<file path="src/rtl/chnl_pkg.sv">
// chnl_pkg: shared constants and types for the channel responder
package chnl_pkg;
  localparam int CHNL_DW = 32;
  localparam int CHNL_DEPTH = 32;
  localparam int CHNL_MW = 6;
  typedef logic [CHNL_DW-1:0] chnl_data_t;
  typedef logic [CHNL_MW-1:0] chnl_margin_t;
endpackage

</file>
<file path="src/rtl/chnl_responder_if.sv">
// chnl_responder_if: channel write side and arbiter pop side of the responder
interface chnl_responder_if;
  import chnl_pkg::*;
  chnl_data_t   ch_data_i;
  logic         ch_valid_i;
  logic         ch_ready_o;
  chnl_margin_t ch_margin_o;
  logic         en_i;
  chnl_data_t   a_data_o;
  logic         a_req_o;
  logic         a_ack_i;
  logic [15:0]  acc_cnt_o;
  modport slave (
    input  ch_data_i, ch_valid_i, en_i, a_ack_i,
    output ch_ready_o, ch_margin_o, a_data_o, a_req_o, acc_cnt_o
  );
  modport master (
    output ch_data_i, ch_valid_i, en_i, a_ack_i,
    input  ch_ready_o, ch_margin_o, a_data_o, a_req_o, acc_cnt_o
  );
endinterface

</file>
<file path="src/rtl/chnl_fifo.sv">
// chnl_fifo: synchronous FIFO with first-word-fall-through output
module chnl_fifo
  import chnl_pkg::*;
#(
  parameter int DW    = CHNL_DW,
  parameter int DEPTH = CHNL_DEPTH,
  parameter int MW    = $clog2(DEPTH) + 1
) (
  input  logic          clk_i,
  input  logic          rstn_i,
  input  logic          i_push,
  input  logic          i_pop,
  input  logic [DW-1:0] i_din,
  output logic [DW-1:0] o_dout,
  output logic          o_full,
  output logic          o_empty,
  output logic [MW-1:0] o_count
);
  localparam int AW = $clog2(DEPTH);
  logic [DW-1:0] r_mem [DEPTH];
  logic [AW-1:0] r_wr_ptr;
  logic [AW-1:0] r_rd_ptr;
  logic [MW-1:0] r_count;
  always_ff @(posedge clk_i)
    if (i_push) r_mem[r_wr_ptr] <= i_din;
  always_ff @(posedge clk_i or negedge rstn_i)
    if (!rstn_i) begin
      r_wr_ptr <= '0;
      r_rd_ptr <= '0;
      r_count  <= '0;
    end else begin
      if (i_push) r_wr_ptr <= r_wr_ptr + AW'(1);
      if (i_pop) r_rd_ptr <= r_rd_ptr + AW'(1);
      r_count <= r_count + MW'(i_push) - MW'(i_pop);
    end
  assign o_full  = r_count == MW'(DEPTH);
  assign o_empty = r_count == '0;
  // empty head reads as zero so a stale entry never leaks to the arbiter
  assign o_dout  = o_empty ? '0 : r_mem[r_rd_ptr];
  assign o_count = r_count;
endmodule

</file>
<file path="src/rtl/chnl_responder.sv">
// chnl_responder: receiving end of the valid/ready channel; buffers words for the arbiter
module chnl_responder
  import chnl_pkg::*;
(
  input logic             clk_i,
  input logic             rstn_i,
  chnl_responder_if.slave ch
);
  logic         r_init;
  chnl_margin_t r_margin;
  logic [15:0]  r_acc_cnt;
  logic         w_push;
  logic         w_pop;
  logic         w_full;
  logic         w_empty;
  chnl_margin_t w_count;
  chnl_data_t   w_dout;
  assign ch.ch_ready_o  = r_init && ch.en_i && !w_full;
  assign w_push         = ch.ch_valid_i && ch.ch_ready_o;
  assign w_pop          = ch.a_ack_i && !w_empty;
  assign ch.a_req_o     = !w_empty;
  assign ch.a_data_o    = w_dout;
  assign ch.ch_margin_o = r_margin;
  assign ch.acc_cnt_o   = r_acc_cnt;
  chnl_fifo #(
    .DW    (CHNL_DW),
    .DEPTH (CHNL_DEPTH),
    .MW    (CHNL_MW)
  ) u_fifo (
    .clk_i   (clk_i),
    .rstn_i  (rstn_i),
    .i_push  (w_push),
    .i_pop   (w_pop),
    .i_din   (ch.ch_data_i),
    .o_dout  (w_dout),
    .o_full  (w_full),
    .o_empty (w_empty),
    .o_count (w_count)
  );
  // margin is held in its own register so it moves on the same edge as the FIFO count
  always_ff @(posedge clk_i or negedge rstn_i)
    if (!rstn_i) begin
      r_init    <= 1'b0;
      r_margin  <= CHNL_MW'(CHNL_DEPTH);
      r_acc_cnt <= '0;
    end else begin
      r_init   <= 1'b1;
      r_margin <= CHNL_MW'(CHNL_DEPTH) - (w_count + CHNL_MW'(w_push) - CHNL_MW'(w_pop));
      if (w_push) r_acc_cnt <= r_acc_cnt + 16'd1;
    end
endmodule

</file>
<file path="src/flat_wrapper.sv">
// flat-port wrapper written by rule: the top's interface ports become plain ports
module chnl_responder_flat import chnl_pkg::*;
  (clk_i, rstn_i, ch_ch_data_i, ch_ch_valid_i, ch_en_i, ch_a_ack_i, ch_ch_ready_o, ch_ch_margin_o, ch_a_data_o, ch_a_req_o, ch_acc_cnt_o);
  chnl_responder_if ch_i ();
  input logic clk_i;
  input logic rstn_i;
  input wire logic [$bits(ch_i.ch_data_i)-1:0] ch_ch_data_i;
  input wire logic [$bits(ch_i.ch_valid_i)-1:0] ch_ch_valid_i;
  input wire logic [$bits(ch_i.en_i)-1:0] ch_en_i;
  input wire logic [$bits(ch_i.a_ack_i)-1:0] ch_a_ack_i;
  output wire logic [$bits(ch_i.ch_ready_o)-1:0] ch_ch_ready_o;
  output wire logic [$bits(ch_i.ch_margin_o)-1:0] ch_ch_margin_o;
  output wire logic [$bits(ch_i.a_data_o)-1:0] ch_a_data_o;
  output wire logic [$bits(ch_i.a_req_o)-1:0] ch_a_req_o;
  output wire logic [$bits(ch_i.acc_cnt_o)-1:0] ch_acc_cnt_o;
  assign ch_i.ch_data_i = ch_ch_data_i;
  assign ch_i.ch_valid_i = ch_ch_valid_i;
  assign ch_i.en_i = ch_en_i;
  assign ch_i.a_ack_i = ch_a_ack_i;
  assign ch_ch_ready_o = ch_i.ch_ready_o;
  assign ch_ch_margin_o = ch_i.ch_margin_o;
  assign ch_a_data_o = ch_i.a_data_o;
  assign ch_a_req_o = ch_i.a_req_o;
  assign ch_acc_cnt_o = ch_i.acc_cnt_o;
  chnl_responder u_core (.clk_i(clk_i), .rstn_i(rstn_i), .ch(ch_i));
endmodule
</file>
<file path="config.mk">
export PLATFORM = sky130hd
export DESIGN_NAME = chnl_responder_flat
export DESIGN_NICKNAME = d
export VERILOG_FILES = /design/src/rtl/chnl_pkg.sv /design/src/rtl/chnl_responder_if.sv /design/src/rtl/chnl_fifo.sv /design/src/rtl/chnl_responder.sv /design/src/flat_wrapper.sv
export SDC_FILE = /design/constraint.sdc
export NUM_CORES = 1
export LEC_CHECK = 0
export CORE_ASPECT_RATIO = 0.75
export CORE_MARGIN = 2
export CORE_UTILIZATION = 50
export DETAILED_ROUTE_END_ITERATION = 8
export PLACE_DENSITY = 0.64
export SLEW_MARGIN = 0
export SYNTH_ARGS = -nofsm -noshare
export SYNTH_HDL_FRONTEND = slang
export SYNTH_SLANG_ARGS = --single-unit
export TNS_END_PERCENT = 100
</file>
<file path="constraint.sdc">
create_clock -name clk_i -period 4.4 [get_ports clk_i]
set_input_delay 0.88 -clock clk_i [delete_from_list [all_inputs] [get_ports clk_i]]
set_output_delay 0.88 -clock clk_i [all_outputs]
set_load 0.01 [all_outputs]
</file>
* Word level (Yosys, flattened, before mapping)
Memory sizes are Yosys's and may differ from the RTL's.
Cells that the tools add are included.
** Storage, ports and cells
- Flip-flop bits (word level) :: 39
- Memory bits (writable) :: 1024
- Bits of input ports :: 37
- Output and inout port bits :: 56
- Logic and storage cells :: 24
- Memories :: 1
** Operators by class
- Add/subtract/negate cells :: 6
- Equal/unequal tests :: 1
- Mux-type cells :: 3
- Reduce and logical (&&, ||, !) cells :: 7
** Memory list
- u_core.u_fifo.r_mem :: words 32, width 32, read ports 1, clocked after memory_dff 0, write ports 1, RTL line chnl_fifo.sv:20 : logic [DW-1:0] r_mem [DEPTH];
** Operators with widths (number)
- two-way mux 32 bit :: 1
- adder 16 x 1 -> 16 bit, second input constant :: 1
- adder 5 x 1 -> 5 bit, second input constant :: 2
- adder 6 x 1 -> 6 bit :: 1
- equality test 6 bit, second input constant :: 1
- logical NOT 6 bit :: 1
- subtractor 6 x 1 -> 6 bit :: 1
- subtractor 6 bit, first input constant :: 1
- logical AND 1 bit :: 4
- logical NOT 1 bit :: 2
- two-way mux 1 bit :: 2

* Depth between registers and ports, before layout
- Depth in word-level cells :: 7
- Depth in mapped cells :: 14
- Gate-level depth less buffers :: 13

* Modules after synthesis
From an unflattened synthesis, not the netlist that was laid out.
** Second synthesis, totals
- Cell total of the unflattened synthesis :: 1932
- Area, all modules :: 40974.3 µm²
** Modules (own cells, without submodules)
- chnl_fifo :: times used 1, cells an instance 1833, area each 39838.2 µm², seq. area each 31149.9 µm²
- chnl_responder :: times used 1, cells an instance 99, area each 1136.1 µm², seq. area each 576.8 µm²

* Worst setup path after synthesis
No wires, ideal clock.
- Kind :: input -> register
- From :: in ch_en_i
- To :: mem u_core.u_fifo.r_mem[30][0] (netlist name), enable pin
- Library setup time :: 0.421 ns
- Data arrival time :: 3.223 ns
- Slack :: 0.756 ns
- Cell stages on the path :: 5
- Cell sequence :: nand2_1 > nor3b_2 > clkbuf_1 > nand2_1 > nor2_1
** Between the ends
- Word-level cells in the longest chain between the ends :: 5
** RTL lines
- start: declaration :: RTL line flat_wrapper.sv:9 : input wire logic [$bits(ch_i.en_i)-1:0] ch_en_i;
- logical AND 1 bit (2 in series) :: RTL line chnl_responder.sv:18 : assign ch.ch_ready_o = r_init && ch.en_i && !w_full;
- logical AND 1 bit :: RTL line chnl_responder.sv:19 : assign w_push = ch.ch_valid_i && ch.ch_ready_o;
- two-way mux 1 bit :: RTL line chnl_fifo.sv:25 : if (i_push) r_mem[r_wr_ptr] <= i_din;
- two-way mux 1 bit (not written as such) :: RTL line chnl_fifo.sv:25
- end: declaration :: RTL line chnl_fifo.sv:20
Every way passes these cells.

* Final worst setup path
- From :: reg u_core.u_fifo.r_rd_ptr[0]
- To :: out ch_a_data_o[21]
** Between the ends
- Word-level cells in the longest chain between the ends :: 2
** RTL lines
- start: declaration :: RTL line chnl_fifo.sv:22 : logic [AW-1:0] r_rd_ptr;
- start signal: assignment :: RTL line chnl_fifo.sv:33 : if (i_pop) r_rd_ptr <= r_rd_ptr + AW'(1);
- memory (32 x 32 bit)
- two-way mux 32 bit :: RTL line chnl_fifo.sv:39 : assign o_dout = o_empty ? '0 : r_mem[r_rd_ptr];
- end: declaration :: RTL line flat_wrapper.sv:13 : output wire logic [$bits(ch_i.a_data_o)-1:0] ch_a_data_o;
Every way passes these cells.

==> results.yml <==
synth:
  ys_seq_area_frac: 0.7683
  postSynthCellCount: 2056
  syn_nets: 2110
  synth_compound_area_frac: 0.04569
  avgSynthCellArea_sq_um: 20.07
  synth_area_sq_um: 41260
  synth-xor-area-share: 0.006367
  synth-seq-cells: 1062
  synthSimpleGateAreaFrac: 0.03023
  synth_top_family_by_area: "multiplexers"
  synth-main-ff-cell: "edfxtp_1"
  ys_warn_count: 0
  synthAdderAreaFrac: 0.005337
  synth-edff-count: 1024
  synthArstFlopShare: 0.03578
  synth.distinct_cells: 45
  muxShareOfSynthArea: 0.1270
route:
  drt-initial-drc-count: 2770
  drc: 0
  ant_nets: 0
  drt-total-wl_mm: 104.1
  wire_per_inst_microns: 30.52
  routed_via_density: 6.263
  dr.pass1.iters: 5
  route.vias.total: 21360
timing:
  clock_skew_ns: 0.02316
  relSlewSlack: 0.1937
  rsz0062_at_grt: "yes"
  finalSetupViolCount: 0
  slew_viol_final: 0
  finalCriticalPeriod_ns: 4.355
  fmax_mhz: 229.6
  period_share: 0.9899
  worst_pin_slew_ns: 1.206
  fin_ws_ns: 0.04464
  hold_violations: 0
  fin_setup_tns_ns: 0
clocking:
  clkTransAtPathRegs_ns: 0.06
  h-tree-depth: 3
  cts_tree: "done"
  cts_buffers: 99
  clock_path_buffers: 3
  clk_latency_ns: 0.67
  cts-root-buf: "clkbuf_16"
  cts_sinks: 1062
die:
  die_width_microns: 335.7
  die_height_microns: 252.8
  design.core.area_sq_um: 81980
  fp-row-count: 91
  pin_count: 93
  die_area_sq_um: 84870
  initial_core_util: 0.5034
pwr:
  p_leak_nw: 15.66
  power.share.clock: 0.295
  power.internal_mw: 20.95
  comb_power_share: 0.317
  switchingPower_mw: 9.279
  switching_share: 0.3070
  seqPwrFrac: 0.388
  power_density_nw_per_um2: 627.4
  vdd_drop_max_uv: 500.0
worst_setup_path:
  critPathArrivalTime_ns: 3.48
  critPathCaptureType: "primary output"
  worstPathRequired_ns: 3.52
  r2r_slack_ns: 1.21
  worst-path-max-fanout: 19
  start_kind: "register"
  critPathKind: "reg -> out"
status:
  status: "finished clean"
final_layout:
  fillers: 5937
  area_delta_synth_final_pct: 16.77
  fin_util: 0.5878
  final_area_sq_um: 48190
  final_layout_size_suffix_gt1_frac: 0.2150
  fin_cells: 3411
  final_nets: 2308
global_routing:
  antenna_found_initial: 6
  first_global_vias: 21360
  grtUsageTotal: 0.2463
  grt_max_degree: 55
  grt_overflow: 0
  grt_first_pass_wirelength_mm: 148.8
placement:
  gp_congestion: 0.7869
  io_buffers: 92
  place_area_sq_um: 44320
  dp_slack_ns: 0.4782
  place_hpwl_mm: 57.26
  numPlacedInstances: 3200
job:
  maxCapViolCount: 0
worst_hold_path:
  hold_path.class: "in -> async"
flip-flops by register name, indices dropped and copies added (netlist names):
| signal | cells |
|---|---|
| u_core.ch.acc_cnt_o | 16 |
| u_core.ch.ch_margin_o | 6 |
| u_core.r_init | 1 |
| u_core.u_fifo.o_count | 5 |
| u_core.u_fifo.r_mem | 1024 |
| u_core.u_fifo.r_rd_ptr | 5 |
| u_core.u_fifo.r_wr_ptr | 5 |
metal layers:
| metal | up-vias | track usage | wire, microns |
|---|---|---|---|
| li1 | 8903 | - | - |
| met5 | - | 0 | 14 |
| met2 | 971 | 0.3706 | 47110 |
| met3 | 172 | 0.04671 | 8921 |
| met4 | 4 | 0.07021 | 2636 |
| met1 | 11310 | 0.3711 | 45430 |
layout by cell type, fill, tap and decap left out, types with 17 or more instances in the layout:
master,count
edfxtp_1,1024
nor2b_1,97
o22ai_1,32
a2111oi_0,32
a21oi_1,31
clkinv_2,18
and3_1,32
dfrtp_1,32
mux4_2,161
clkinv_1,24
buf_4,86
a211oi_1,59
nor2_4,32
o21ai_1,27
buf_12,28
mux2i_1,158
o41ai_1,25
clkdlybuf4s50_1,90
xnor2_1,17
o221ai_1,31
clkbuf_16,107
kinds of logic after synthesis:
| logic type | after synthesis |
|---|---|
| AO/OA/AOI/OAI | 264 |
| XOR/XNOR | 30 |
| adder cells (fa/ha/maj) | 17 |
| buffers and inverters | 140 |
| flip-flops | 1062 |
| multiplexers | 322 |
| other | 1 |
| AND/OR/NAND/NOR | 220 |
Yosys cell counts, drive strengths merged (2+ instances only):
cell type	instances	area, sq um
a2111oi	32	280.3
a211oi	63	473.0
a21o	2	15.01
a21oi	35	175.2
and3	34	212.7
buf	56	386.6
clkbuf	70	262.8
dfrtp	37	925.9
edfxtp	1024	30750
ha	16	200.2
inv	14	52.55
mux2	3	33.78
mux2i	158	1582
mux4	161	3626
nand2	15	56.30
nand3	6	30.03
nand3b	3	22.52
nand4	9	56.30
nor2	40	150.1
nor2b	98	613.1
nor3	4	20.02
o21ai	36	180.2
o221ai	31	271.5
o22ai	32	200.2
o41ai	31	271.5
or3	2	12.51
or3b	2	17.52
xnor2	17	148.9
xor2	13	113.9
path summary, 6_finish.rpt:
path                                                       start                                     to  cells after the start
min in group clk_i           u_core.ch.acc_cnt_o[15]$_DFFE_PN0N_    u_core.ch.acc_cnt_o[15]$_DFFE_PN0N_                      1
min reg2reg                  u_core.ch.acc_cnt_o[15]$_DFFE_PN0N_    u_core.ch.acc_cnt_o[15]$_DFFE_PN0N_                      1
min                                                       rstn_i     u_core.u_fifo.o_count[4]$_DFF_PN0_                      1
max                        u_core.u_fifo.r_rd_ptr[0]$_DFFE_PN0P_                        ch_a_data_o[21]                      7
max reg2reg                   u_core.u_fifo.o_count[2]$_DFF_PN0_  u_core.u_fifo.r_mem[10][25]$_DFFE_PP_                      7
max in group asynchronous                                 rstn_i  u_core.u_fifo.r_rd_ptr[0]$_DFFE_PN0P_                      1
critical path, cell delays in order (launching register included):
cell and delay [ns]:
dfrtp_4 0.60, buf_12 0.21, buf_4 0.20, mux4_2 0.33, nor2b_1 0.05, o41ai_1 0.36
and3_1 0.42, clkdlybuf4s50_1 0.62
timing repair:
action                     in CTS  in global routing
resized for setup              12                 20
setup buffers                   6                 10
pin swaps                       0                  2
gates cloned                    2                  4
hold buffers                    0                  0
setup endpoints to repair      26                 24
final cells by class:
class	instances	area, sq um	share of cell area
flip-flops and latches	1062	31720	0.6583
multi-input cells	854	9211	0.1912
clock buffers	119	2638	0.05474
repair buffers	223	2466	0.05118
well taps	1069	1338	0.02776
clock inverters	67	753.2	0.01563
inverters	14	52.55	0.001091
diodes	3	7.507	0.0001558
per-stage QoR:
stage,hold WS [ns],total power [mW]
finish,0.3823,30.23
global route,0.4242,31.34
CTS,0.3854,30.06
detailed placement,0.4917,20.93
global placement,0.4588,20.84
floorplan,0.5039,17.35
power by group through the flow:
stage | Clock (mW) | Combinational [mW] | Sequential, mW
after floorplan | 0 | 5.66 | 11.7
after global placement | 0 | 8.89 | 12.0
after detailed placement | 0 | 8.96 | 12.0
after CTS | 9.04 | 9.30 | 11.7
after global routing | 9.44 | 10.2 | 11.7
final | 8.92 | 9.59 | 11.7
Power figures use the tool's default switching activity.
==> edit 1, RTL diff (same settings) <==
Change the package constant `CHNL_MW` from 6 to 7.
--- a/src/rtl/chnl_pkg.sv
+++ b/src/rtl/chnl_pkg.sv
@@ -2,7 +2,7 @@
 package chnl_pkg;
   localparam int CHNL_DW = 32;
   localparam int CHNL_DEPTH = 32;
-  localparam int CHNL_MW = 6;
+  localparam int CHNL_MW = 7;
   typedef logic [CHNL_DW-1:0] chnl_data_t;
   typedef logic [CHNL_MW-1:0] chnl_margin_t;
 endpackage
Interface: changed (resized ch_ch_margin_o); port bits go from 93 to 94. The function was not compared with the original's and may differ.
==> edit 1 against the original RTL <==
  * Total power fell by 5.5%
  * Critical path depth did not move
  * Wire length fell by 5.1%
  * Synthesized area fell by 0.74%
  * Setup slack improved by 52 ps
  * Global-route usage fell by 0.98 points
  * Final cell count fell by 3.9%
  * Register-to-register slack got worse by 360 ps
  * Largest power group unchanged
  * Die area fell by 0.73%
  * Sequential cell count rose by 2
  * Final area fell by 2.4%
  * Sequential power barely moved
==> edit 1: results (changes against the original RTL) <==
| Metric | Value |
|---|---|
| Total Routed Length | `98.8 mm (-5.1%)` |
| Final Wtd Congestion | `0.761 (-3.4%)` |
| Run status | `finished clean` |
| First-pass GRT wire length | `142 mm (-4.4%)` |
| Post-synthesis sequential area ratio | `0.775 (+0.00692)` |
| Routed length per instance | `30.2 um (-1.2%)` |
| Cells after DPL | `3092 (-3.4%)` |
| DP Area | `43900 sq um (-1.0%)` |
| Ant diodes | `0 (-3)` |
| Post-synthesis xor/xnor area fraction | `0.00681 (+0.000444)` |
| Synth cell types | `50 (+11%)` |
| Mapped Cells | `1965 (-4.4%)` |
| Util after Layout | `0.583 (-0.00504)` |
| Synth cell count leaders | `edfxtp_1 (1024), mux4_2 (193), mux2i_1 (126)` |
| Post-CTS setup repair buffer count | `1 (-5)` |
| Fillers | `5756 (-3.0%)` |
| Post_cts resized | `3 (-9)` |
| Routed via count | `20500 (-4.1%)` |
| Data arrival, critical path | `3420 ps (-60 ps)` |
| Top post-synthesis cells by area | `edfxtp_1 (75%), mux4_2 (11%), mux2i_1 (3.1%)` |
| Async set or reset register ratio after synthesis | `0.0376 (+0.00181)` |
| DRT iter0 DRCs | `2238 (-19%)` |
| Largest net degree at the start of global routing | `76 (+38%)` |
| Worst Clk Skew | `26.4 ps (+3.26 ps)` |
| Dpl ws | `671 ps (+192 ps)` |
| Final Net Count | `2199 (-4.7%)` |
| Post-synthesis compound-gate area fraction | `0.0356 (-0.0101)` |
| DP HPWL | `53.8 mm (-6.1%)` |
-- edit 1: power by group --
part / switching (mW) / total, mW / leakage, nW / internal [mW]
Combinational: 4.77 / 8.81 / 4.07 / 4.04
Sequential: 0.309 / 11.7 / 9.70 / 11.4
Clock: 3.60 / 8.05 / 1.49 / 4.45
Total: 8.68 / 28.6 / 15.3 / 19.9
-- edit 1: cell type report --
class                      instances  area share
tap                             1058      0.0281
timing repair buffer             187      0.0434
sequential                      1064       0.675
inverter                          15     0.00120
clock inverter                    63     0.00870
multi-input combinational        775       0.188
clock buffer                     115      0.0553
-- edit 1: metal layers --
layer	share of wire	track usage	vias up
met5	0.000091	0	-
met4	0.022	0.0651	2
met3	0.080	0.0460	149
met2	0.46	0.360	881
met1	0.43	0.354	10900
li1	-	-	8528
-- edit 1: worst paths after layout --
path	from	endpoint	slack, ps	cells after the start
max	u_core.u_fifo.r_rd_ptr[0]$_DFFE_PN0P_	ch_a_data_o[24]	100	7
min	rstn_i	u_core.ch.acc_cnt_o[9]$_DFFE_PN0P_	370	1
max reg2reg	u_core.u_fifo.o_count[3]$_DFF_PN0_	u_core.ch.ch_margin_o[6]$_DFF_PN0_	850	14
min reg2reg	u_core.ch.acc_cnt_o[15]$_DFFE_PN0P_	u_core.ch.acc_cnt_o[15]$_DFFE_PN0P_	490	1
max in group asynchronous	rstn_i	u_core.u_fifo.r_rd_ptr[0]$_DFFE_PN0P_	3310	1
min in group clk_i	u_core.ch.acc_cnt_o[15]$_DFFE_PN0P_	u_core.ch.acc_cnt_o[15]$_DFFE_PN0P_	490	1
-- edit 1: worst max-delay path, stage by stage, from the launching register on --
cell and delay [ps]:
dfrtp_4 550, buf_12 230, buf_6 240, mux4_2 510
a211oi_1 360, nand2_1 110, and3_1 240, clkdlybuf4s50_1 500
==> edit 2, RTL diff (same flow settings) <==
Made on the original files. Reset style: synchronous (`rstn_i`), changed in 2 clocked blocks.
--- a/src/rtl/chnl_fifo.sv
+++ b/src/rtl/chnl_fifo.sv
@@ -23,7 +23,7 @@
   logic [MW-1:0] r_count;
   always_ff @(posedge clk_i)
     if (i_push) r_mem[r_wr_ptr] <= i_din;
-  always_ff @(posedge clk_i or negedge rstn_i)
+  always_ff @(posedge clk_i)
     if (!rstn_i) begin
       r_wr_ptr <= '0;
       r_rd_ptr <= '0;
--- a/src/rtl/chnl_responder.sv
+++ b/src/rtl/chnl_responder.sv
@@ -38,7 +38,7 @@
     .o_count (w_count)
   );
   // margin is held in its own register so it moves on the same edge as the FIFO count
-  always_ff @(posedge clk_i or negedge rstn_i)
+  always_ff @(posedge clk_i)
     if (!rstn_i) begin
       r_init    <= 1'b0;
       r_margin  <= CHNL_MW'(CHNL_DEPTH);
Check against the original RTL: differs if rstn_i is asserted again (counterexample within 4 cycles, from zero or initial values and one cycle with rstn_i low); with rstn_i held inactive, the same outputs for 4 cycles.
==> edit 2 against the original RTL <==
  * Synthesized cell count fell by 11%
  * Utilization fell by 0.35 points
  * Setup slack improved by 80 ps
  * Global-route usage fell by 1.6 points
  * Clock power fell by 1%
  * Wire length fell by 7.7%
  * Final area fell by 0.73%
  * Sequential cell count rose by 5
  * Combinational power fell by 48%
  * Count of clock-buffer cells in the layout fell by 3
  * First-iteration DRC count fell by 22%
  * Total power fell by 17%
  * Synthesized area fell by 0.35%
  * Clock skew rose by 6.7 ps
  * Largest cell class unchanged
  * Highest routed layer unchanged
==> edit 2: results (changes against the original RTL) <==
| Metric | Value |
|---|---|
| Worst Clk Skew | `29.8 ps (+6.65 ps)` |
| GRT Total Usage | `0.231 (-0.0156)` |
| Post-synthesis sequential area ratio | `0.769 (about the same)` |
| Final Non-Filler Cells | `3187 (-6.6%)` |
| Data arrival, critical path | `3400 ps (-80 ps)` |
| Worst hold slack | `484 ps (+102 ps)` |
| DRT iter0 DRCs | `2152 (-22%)` |
| R2R Path Start | `u_core.u_fifo.o_count[4]$_SDFF_PN0_` |
| Initial antenna violation count | `4 (-2)` |
| Layout cells sized above 1 | `0.283 (+0.0684)` |
| Reg2Reg Setup Slack | `780 ps (-430 ps)` |
| Post-Syn Area per Cell | `22.5 sq um (+12%)` |
| Final Wtd Congestion | `0.755 (-4.1%)` |
| Top post-synthesis cells by area | `edfxtp_1 (75%), mux4_2 (16%), dfxtp_1 (2.1%)` |
| Top fanout value on the critical path | `18 (-1)` |
| Routed via count | `19500 (-8.8%)` |
| First-pass GRT wire length | `139 mm (-6.9%)` |
| Mapped Nets | `1880 (-11%)` |
| DP HPWL | `54.0 mm (-5.7%)` |
| Pwr/cell area | `525 nW/um^2 (-16%)` |
| Cells after DPL | `2998 (-6.3%)` |
| Routed length per instance | `30.2 um (-1.2%)` |
| CTS Buf Count | `100 (+1.0%)` |
| Synth cell types | `48 (+6.7%)` |
| Multiplexer share of the synthesized area | `0.167 (+0.0397)` |
| Vias in the first global route | `19700 (-7.8%)` |
| Worst R2R Path Depth | `13 (+6)` |
| P_int | `18.9 mW (-9.6%)` |
| Largest net degree at the start of global routing | `48 (-13%)` |
| Run status | `finished clean` |
| Worst hold path type | `reg2reg` |
| Dpl ws | `425 ps (-53.5 ps)` |
| Comb power frac | `0.200 (-0.117)` |
| Final Net Count | `2092 (-9.4%)` |
| Power in sequential cells | `11.3 mW (-3%)` |
| Synth Area in Adders | `0.00536 (+0.0000187)` |
| Worst-case vdd ir drop | `0.415 mV (-17%)` |
## edit 2: cell count changes in the layout (fill, tap and decap cells not counted), sizes merged, moves of 26 or more
cell / delta
a211oi: -63
nor2b: -80
o41ai: -31
mux2i: -121
and2: +26
mux4: +127
o221ai: -31
dfrtp: -37
and3: -30
o21ai: -35
dfxtp: +43
## edit 2: worst max-delay path, cell delays in order, from the launching register on
cell and delay (ps):
dfxtp_4 380, buf_12 160, buf_6 270, mux4_2 550
mux4_2 540, clkinv_1 70, a21oi_1 60, buf_4 200
clkdlybuf4s50_1 480
## edit 2: how the worst max path moves through the flow
stage	startpoint	endpoint	slack, ps	depth (start not counted)
after floorplan	u_core.u_fifo.o_count[4]$_SDFF_PN0_	u_core.ch.ch_margin_o[5]$_SDFF_PN1_	810	15
final	flip-flop	ch_a_data_o[6]	120	8
after detailed placement	ch_a_ack_i	u_core.ch.ch_margin_o[5]$_SDFF_PN1_	420	11
after CTS	flip-flop	ch_a_data_o[28]	20	6
after global placement	ch_a_ack_i	u_core.ch.ch_margin_o[5]$_SDFF_PN1_	410	11
after global routing	flip-flop	ch_a_data_o[6]	5	8
## edit 2: area by class of cell
class / instances / area [sq um]
clock inverter: 65 / 767
sequential: 1067 / 31600
inverter: 41 / 154
fill: 5731 / 34000
tap: 1069 / 1340
timing repair buffer: 207 / 2250
multi-input combinational: 621 / 9120
clock buffer: 116 / 2580
antenna: 1 / 2.50
## edit 2: metal layers
metal	track usage	up-vias	routed length (um)
met5	0	-	32
met4	0.0568	6	2160
met3	0.0557	145	8570
met2	0.351	793	45200
met1	0.341	10400	40200
li1	-	8097	-
## edit 2: timing repair
item,in CTS,in global routing
setup buffers,6,1
endpoints found under the hold margin,0,0
resized for setup,4,2
setup endpoints to repair,17,6
